--- src/rtl/seller_pkg.sv ---
// Shared types and constants for the LED selector / credit controller.
// Holds the state enum, sel_n bit positions and the credit ceiling.
package seller_pkg;

    typedef enum logic [2:0] {
        ST_IDLE     = 3'd0,
        ST_CREDIT   = 3'd1,
        ST_DISPENSE = 3'd2,
        ST_REFUND   = 3'd3,
        ST_ERROR    = 3'd4
    } state_e;

    localparam int SEL_IDLE  = 6;
    localparam int SEL_LED1  = 5;
    localparam int SEL_LED2  = 4;
    localparam int SEL_LED3  = 3;
    localparam int SEL_LED4  = 2;
    localparam int SEL_FLASH = 1;
    localparam int SEL_PULSE = 0;

    localparam logic [2:0] MAX_CREDIT = 3'd4;

    // Active-low one-cold pattern select for a given state and credit.
    function automatic logic [6:0] sel_decode(input state_e st, input logic [2:0] cr);
        logic [6:0] sel;
        sel = 7'h7F;
        case (st)
            ST_CREDIT: begin
                case (cr)
                    3'd1:    sel[SEL_LED1] = 1'b0;
                    3'd2:    sel[SEL_LED2] = 1'b0;
                    3'd3:    sel[SEL_LED3] = 1'b0;
                    3'd4:    sel[SEL_LED4] = 1'b0;
                    default: sel[SEL_IDLE] = 1'b0;
                endcase
            end
            ST_DISPENSE:         sel[SEL_FLASH] = 1'b0;
            ST_REFUND, ST_ERROR: sel[SEL_PULSE] = 1'b0;
            default:             sel[SEL_IDLE]  = 1'b0;
        endcase
        return sel;
    endfunction

endpackage

--- src/rtl/led_sel_ctrl_hold_timer.sv ---
// hold_timer: loadable down-counter; expire_o is high for the single cycle
// in which the count is 1, so a load of N gives exactly N cycles.
module hold_timer #(
    parameter int WIDTH = 32
) (
    input  logic             clk,
    input  logic             rst,
    input  logic             load_i,
    input  logic [WIDTH-1:0] load_val_i,
    output logic             expire_o
);

    localparam logic [WIDTH-1:0] ONE = {{(WIDTH-1){1'b0}}, 1'b1};

    logic [WIDTH-1:0] count_q, count_d;

    always_comb begin
        count_d = count_q;
        if (load_i) begin
            count_d = load_val_i;
        end else if (count_q != '0) begin
            count_d = count_q - ONE;
        end
    end

    always_ff @(posedge clk or posedge rst) begin
        if (rst) begin
            count_q <= '0;
        end else begin
            count_q <= count_d;
        end
    end

    assign expire_o = (count_q == ONE);

endmodule

--- src/rtl/led_sel_ctrl.sv ---
// Credit / vend controller driving the active-low LED pattern selects.
// Define LED_SEL_TIMEOUT_EN to add the CREDIT inactivity auto-refund.
module led_sel_ctrl
    import seller_pkg::*;
#(
    parameter int PRICE          = 3,
    parameter int HOLD_CYCLES    = 50_000_000,
    parameter int TIMEOUT_CYCLES = 500_000_000
) (
    input  logic       clk,
    input  logic       rst,
    input  logic       coin_in,
    input  logic       buy,
    input  logic       cancel,
    output logic [6:0] sel_n,
    output logic [2:0] credit,
    output logic       vend,
    output logic       refund_valid,
    output logic [2:0] refund_units,
    output logic       coin_reject
);

    if (PRICE < 1 || PRICE > 4) begin : g_bad_price
        $error("PRICE must be in 1..4");
    end
    if (HOLD_CYCLES < 1 || TIMEOUT_CYCLES < 1) begin : g_bad_cycles
        $error("HOLD_CYCLES and TIMEOUT_CYCLES must be positive");
    end

    localparam logic [2:0]  PRICE_U  = 3'(PRICE);
    localparam logic [31:0] HOLD_VAL = 32'(HOLD_CYCLES);

    state_e     state_q, state_d;
    logic [2:0] credit_q, credit_d;
    logic       vend_q, vend_d;
    logic       refund_valid_q, refund_valid_d;
    logic [2:0] refund_units_q, refund_units_d;
    logic       coin_reject_q, coin_reject_d;
    logic [6:0] sel_n_q;
    logic       hold_load, hold_expire, tmo_hit;

`ifdef LED_SEL_TIMEOUT_EN
    localparam logic [31:0] TMO_LAST = 32'(TIMEOUT_CYCLES - 1);
    logic [31:0] tmo_q, tmo_d;
    logic        any_pulse;

    assign any_pulse = coin_in | buy | cancel;
    assign tmo_hit   = (state_q == ST_CREDIT) && !any_pulse && (tmo_q == TMO_LAST);

    // Counts only while staying in CREDIT with no pulse; entry and pulses clear it.
    always_comb begin
        tmo_d = '0;
        if (state_q == ST_CREDIT && state_d == ST_CREDIT && !any_pulse) begin
            tmo_d = tmo_q + 32'd1;
        end
    end

    always_ff @(posedge clk or posedge rst) begin
        if (rst) begin
            tmo_q <= '0;
        end else begin
            tmo_q <= tmo_d;
        end
    end
`else
    assign tmo_hit = 1'b0;
`endif

    always_comb begin
        state_d        = state_q;
        credit_d       = credit_q;
        vend_d         = 1'b0;
        refund_valid_d = 1'b0;
        refund_units_d = '0;
        coin_reject_d  = 1'b0;
        hold_load      = 1'b0;
        case (state_q)
            ST_IDLE: begin
                if (coin_in) begin
                    state_d  = ST_CREDIT;
                    credit_d = 3'd1;
                end
            end
            ST_CREDIT: begin
                if (cancel || tmo_hit) begin
                    refund_valid_d = 1'b1;
                    refund_units_d = credit_q;
                    credit_d       = '0;
                    coin_reject_d  = coin_in;
                    state_d        = ST_REFUND;
                    hold_load      = 1'b1;
                end else if (buy) begin
                    coin_reject_d = coin_in;
                    hold_load     = 1'b1;
                    if (credit_q >= PRICE_U) begin
                        credit_d = credit_q - PRICE_U;
                        vend_d   = 1'b1;
                        state_d  = ST_DISPENSE;
                    end else begin
                        state_d  = ST_ERROR;
                    end
                end else if (coin_in) begin
                    if (credit_q < MAX_CREDIT) begin
                        credit_d = credit_q + 3'd1;
                    end else begin
                        coin_reject_d = 1'b1;
                    end
                end
            end
            ST_DISPENSE: begin
                coin_reject_d = coin_in;
                if (hold_expire) begin
                    state_d = (credit_q != '0) ? ST_CREDIT : ST_IDLE;
                end
            end
            ST_REFUND: begin
                coin_reject_d = coin_in;
                if (hold_expire) begin
                    state_d = ST_IDLE;
                end
            end
            ST_ERROR: begin
                coin_reject_d = coin_in;
                if (hold_expire) begin
                    state_d = ST_CREDIT;
                end
            end
            default: begin
                state_d  = ST_IDLE;
                credit_d = '0;
            end
        endcase
    end

    always_ff @(posedge clk or posedge rst) begin
        if (rst) begin
            state_q        <= ST_IDLE;
            credit_q       <= '0;
            vend_q         <= 1'b0;
            refund_valid_q <= 1'b0;
            refund_units_q <= '0;
            coin_reject_q  <= 1'b0;
            sel_n_q        <= sel_decode(ST_IDLE, 3'd0);
        end else begin
            state_q        <= state_d;
            credit_q       <= credit_d;
            vend_q         <= vend_d;
            refund_valid_q <= refund_valid_d;
            refund_units_q <= refund_units_d;
            coin_reject_q  <= coin_reject_d;
            // Decoded from the current registers, so the LEDs trail state by one cycle.
            sel_n_q        <= sel_decode(state_q, credit_q);
        end
    end

    hold_timer #(
        .WIDTH(32)
    ) u_hold_timer (
        .clk       (clk),
        .rst       (rst),
        .load_i    (hold_load),
        .load_val_i(HOLD_VAL),
        .expire_o  (hold_expire)
    );

    assign sel_n        = sel_n_q;
    assign credit       = credit_q;
    assign vend         = vend_q;
    assign refund_valid = refund_valid_q;
    assign refund_units = refund_units_q;
    assign coin_reject  = coin_reject_q;

endmodule

--- config.mk ---
export PLATFORM = sky130hd
export DESIGN_NAME = led_sel_ctrl
export DESIGN_NICKNAME = d
export VERILOG_FILES = /design/src/rtl/seller_pkg.sv /design/src/rtl/led_sel_ctrl_hold_timer.sv /design/src/rtl/led_sel_ctrl.sv
export SDC_FILE = /design/constraint.sdc
export NUM_CORES = 1
export LEC_CHECK = 0
export ABC_AREA = 0
export CORE_UTILIZATION = 55
export CTS_BUF_LIST = sky130_fd_sc_hd__clkbuf_4 sky130_fd_sc_hd__clkbuf_8 sky130_fd_sc_hd__clkbuf_16
export DETAILED_ROUTE_END_ITERATION = 6
export GPL_ROUTABILITY_DRIVEN = 0
export PLACE_DENSITY_LB_ADDON = 0.2
export SYNTH_ARGS = -nofsm -noshare
export SYNTH_HDL_FRONTEND = slang
export SYNTH_SLANG_ARGS = --single-unit
--- constraint.sdc ---
create_clock -name clk -period 4.48 [get_ports clk]
set_clock_uncertainty 0.05 [all_clocks]
set_input_delay 0.448 -clock clk [delete_from_list [all_inputs] [get_ports clk]]
set_output_delay 0.448 -clock clk [all_outputs]
set_load 0.01 [all_outputs]
==> results.txt <==
----------------------------------------------------
[Pwr]
  Overall power consumption ... 1.64 mW
  Sequential power share ... 41.6%
  Leakage dissipation ... 1.16 nW
  Cell-internal power ... 1.03 mW
  Combinational fraction of design power ... 35.0%
  Switching power share of the total ... 37.0%
  Fraction of power consumed by the clock network ... 23.5%
  Maximum resistive drop on vdd ... 0.355 mV
  Pwr Density ... 524 nW/um^2
  Switching Power ... 0.606 mW

[Synth]
  Distinct cell type count of the synthesized netlist ... 49
  Area share of the largest cell type after synthesis ... 40.8%
  Most common flop cell mapped by yosys ... dfrtp_1
  Top cells by area in the synthesized netlist ... dfrtp_1 41%, dfstp_2 5.7%, or4_1 4.9%
  Post-synth EDFFs ... 0
  Synth Instances ... 293
  Post-synthesis async set-or-reset flop share ... 100%
  Number of register bits inferred by synthesis ... 51
  Mean instance size in the synthesized netlist ... 9.42 sq um
  Post-Synthesis Cell Area ... 2760 sq um
  Post-synthesis sequential area ratio ... 46.5%
  Biggest area consumer among synthesized cells ... dfrtp_1
  Post-synth net total ... 305
  Syn. warnings ... 0

[Layout]
  Synth-to-layout area growth ... 13.0%
  Share of cells above drive strength 1 ... 9.80%
  Diodes inserted ... 0
  Storage cell area ... 1280 sq um
  Number of inserted filler cells in the final layout ... 410
  Area taken by multi-input logic gates ... 1370 sq um
  Fin cells ... 373
  Post-layout net count ... 317

[Clock tree]
  Clk Latency, worst-skew pair ... 310 ps
  TritonCTS clock tree ... done
  Root Buffer Master ... clkbuf_8
  Total CTS buffers ... 5
  Maximum count of clock buffers along a single path ... 2
  Post CTS Setup Buffer Count ... 0
  Post-CTS sizing ... 0
  Htree depth ... 2
  Total of hold buffers inserted after clock tree synthesis ... 0
  Number of sinks handled by clock tree synthesis ... 51
  CTS clk-pin slew, worst paths ... 90 ps

[STA]
  Actual slew at the worst max-slew pin ... 1120 ps
  RSZ-0062 raised after global routing ... false
  Endpoints failing setup ... 0
  Minimum period implied by the final worst setup slack ... 3060 ps
  Worst max-slew margin expressed relative to the limit ... 24.9%
  Total count of max-transition violations in the final report ... 0
  Summed negative setup slack over all endpoints ... 0 ps
  Final number of hold-violating endpoints ... 0
  Highest achievable clock rate ... 0.327 GHz
  Post-route fraction of the period consumed by the critical path ... 68.3%

[Global routing]
  Number of global-route vias before repair ... 2115
  Initial antenna violation count ... 0
  Total global routing track utilization ... 24.6%
  Wire length of the first global-routing pass ... 10000 microns
  Gr ovfl total ... 0
  Maximum number of pins on one net before global-route repair ... 52

[Placement]
  Number of input and output port buffers inserted ... 20
  Total placed cells including tap cells ... 365
  HPWL reported at the end of detailed placement ... 4070 microns

[Critical path]
  Critical Path Sink Type ... register
  WS Path Type ... reg -> reg
  Data required time of the worst path ... 4620 ps
  Reg2reg path depth ... 5
  Beginning of the critical path ... u_hold_timer.count_q[7]$_DFFE_PP0P_
  Data arrival time of the critical path ... 3200 ps
  End of the critical path ... u_hold_timer.count_q[14]$_DFFE_PP0P_
  R2R setup slack ... 1420 ps
  Startpoint type of the worst setup path ... register
  Crit-path max FO ... 11
  Crit Reg-Reg Startpoint ... u_hold_timer.count_q[7]$_DFFE_PP0P_
  Worst R2R End ... u_hold_timer.count_q[14]$_DFFE_PP0P_

[Route]
  DR vias ... 2285
  DRT iter0 DRCs ... 225
  Average vias per placed instance ... 6.13
  First-pass iteration count of the detailed router ... 4
  Routed wire length ... 6060 microns
  ANT nets after route ... 0
  Post-DR wirelength/cell ... 16.2 microns
  Residual DRC ... 0

[Min path]
  Classification of the worst-slack hold path ... reg -> reg

[Floorplan]
  Die Span Y ... 72.9 microns
  Width of the chip ... 72.9 microns
  Standard-cell rows ... 25
  Initial cell density of the core ... 57.7%
  DIE AREA ... 5310 sq um
  I/O pin cnt ... 21
  Area of the core ... 4790 sq um

[Run status]
  Status ... completed

[Run]
  Max-cap violations ... 0

----------------------------------------------------
metrics by stage:
step | setup WS (ps) | area [sq um] | util (%) | hold slack (ps)
after floorplan | 1960 | 2760 | - | 432
after global placement | 1530 | 2990 | 62.4 | 453
after detailed placement | 1460 | 2990 | 62.4 | 457
after CTS | 1440 | 3120 | 65.2 | 480
after global routing | 1210 | 3120 | 65.2 | 509
final | 1420 | 3120 | 65.2 | 476
area by class of cell:
| class | count | share of cell area [%] |
|---|---|---|
| multi-input cells | 216 | 43.8 |
| well taps | 67 | 2.69 |
| inverters | 9 | 1.08 |
| clock buffers | 5 | 2.20 |
| repair buffers | 22 | 6.89 |
| clock inverters | 3 | 2.16 |
| flip-flops and latches | 51 | 41.1 |
worst max-delay path: stages, from the launching register on:
cell	delay, ps
dfrtp_1	430
or4_1	690
or4_1	570
o31ai_1	910
or4_1	210
nand3_1	80
state kept, by name, indices dropped and copies added, names as in the netlist:
register and cells:
vend 1, coin_reject 1, refund_units 3, state_q 3, credit 3, refund_valid 1, u_hold_timer.count_q 32, sel_n 7
how the worst min path moves through the flow:
stage,startpoint,end,slack [ps],cells past startpoint
6_report,u_hold_timer.count_q[20]$_DFFE_PP0P_,u_hold_timer.count_q[20]$_DFFE_PP0P_,480,2
5_1_grt,u_hold_timer.count_q[20]$_DFFE_PP0P_,u_hold_timer.count_q[20]$_DFFE_PP0P_,510,2
4_1_cts,u_hold_timer.count_q[20]$_DFFE_PP0P_,u_hold_timer.count_q[20]$_DFFE_PP0P_,480,2
3_5_place_dp,u_hold_timer.count_q[20]$_DFFE_PP0P_,u_hold_timer.count_q[20]$_DFFE_PP0P_,460,2
3_3_place_gp,u_hold_timer.count_q[20]$_DFFE_PP0P_,u_hold_timer.count_q[20]$_DFFE_PP0P_,450,2
2_1_floorplan,u_hold_timer.count_q[20]$_DFFE_PP0P_,u_hold_timer.count_q[20]$_DFFE_PP0P_,430,2
kinds of logic after synthesis:
logic type | share of synthesized area, %
simple gates | 28.0
flops | 46.5
compound gates | 14.4
xor+xnor | 2.54
buf+inv | 3.94
fa+ha+maj | 3.17
mux | 1.50
power by group through the flow:
stage | clock network, mW | logic [mW] | registers (mW)
3_5_place_dp | 0 | 0.562 | 0.685
3_3_place_gp | 0 | 0.552 | 0.682
5_1_grt | 0.404 | 0.640 | 0.701
6_report | 0.384 | 0.572 | 0.681
4_1_cts | 0.389 | 0.567 | 0.677
2_1_floorplan | 0 | 0.418 | 0.654
placed cells by master (no fill, tap or decap), types with 3 or more instances in the layout:
cell             instances
dfrtp_1                 45
nand2_1                 13
or2_2                    7
or3_1                   21
o21ai_0                 16
or4_1                   18
o31ai_1                  9
ha_1                     7
and3_1                   4
clkbuf_8                 5
nand3_1                 12
xor2_1                   4
nor3_1                  11
clkdlybuf4s50_1         20
xnor2_1                  4
nand4_1                  5
mux2i_1                  3
dfstp_2                  6
inv_1                    8
nor4_1                   4
a21oi_1                 22
nor2_1                  23
synth_stat cells (all sizes together) (3+ instances only):
master / count
dfrtp: 45
nor2: 23
a21oi: 22
or3: 21
or4: 19
o21ai: 16
nand2: 13
clkbuf: 12
nand3: 12
nor3: 12
inv: 9
o31ai: 9
or2: 8
ha: 7
dfstp: 6
buf: 5
nand4: 5
nor4: 5
and3: 4
xnor2: 4
xor2: 4
a2111oi: 3
mux2i: 3
routing by layer:
metal  wire length, microns  up-vias  track usage, %
met4                     83        0            8.28
met1                   2970     1109            35.5
met3                    301        8            4.56
li1                       -     1102               -
met5                      0        -               0
met2                   2700       66            37.5
(Power assumes the default switching activity.)
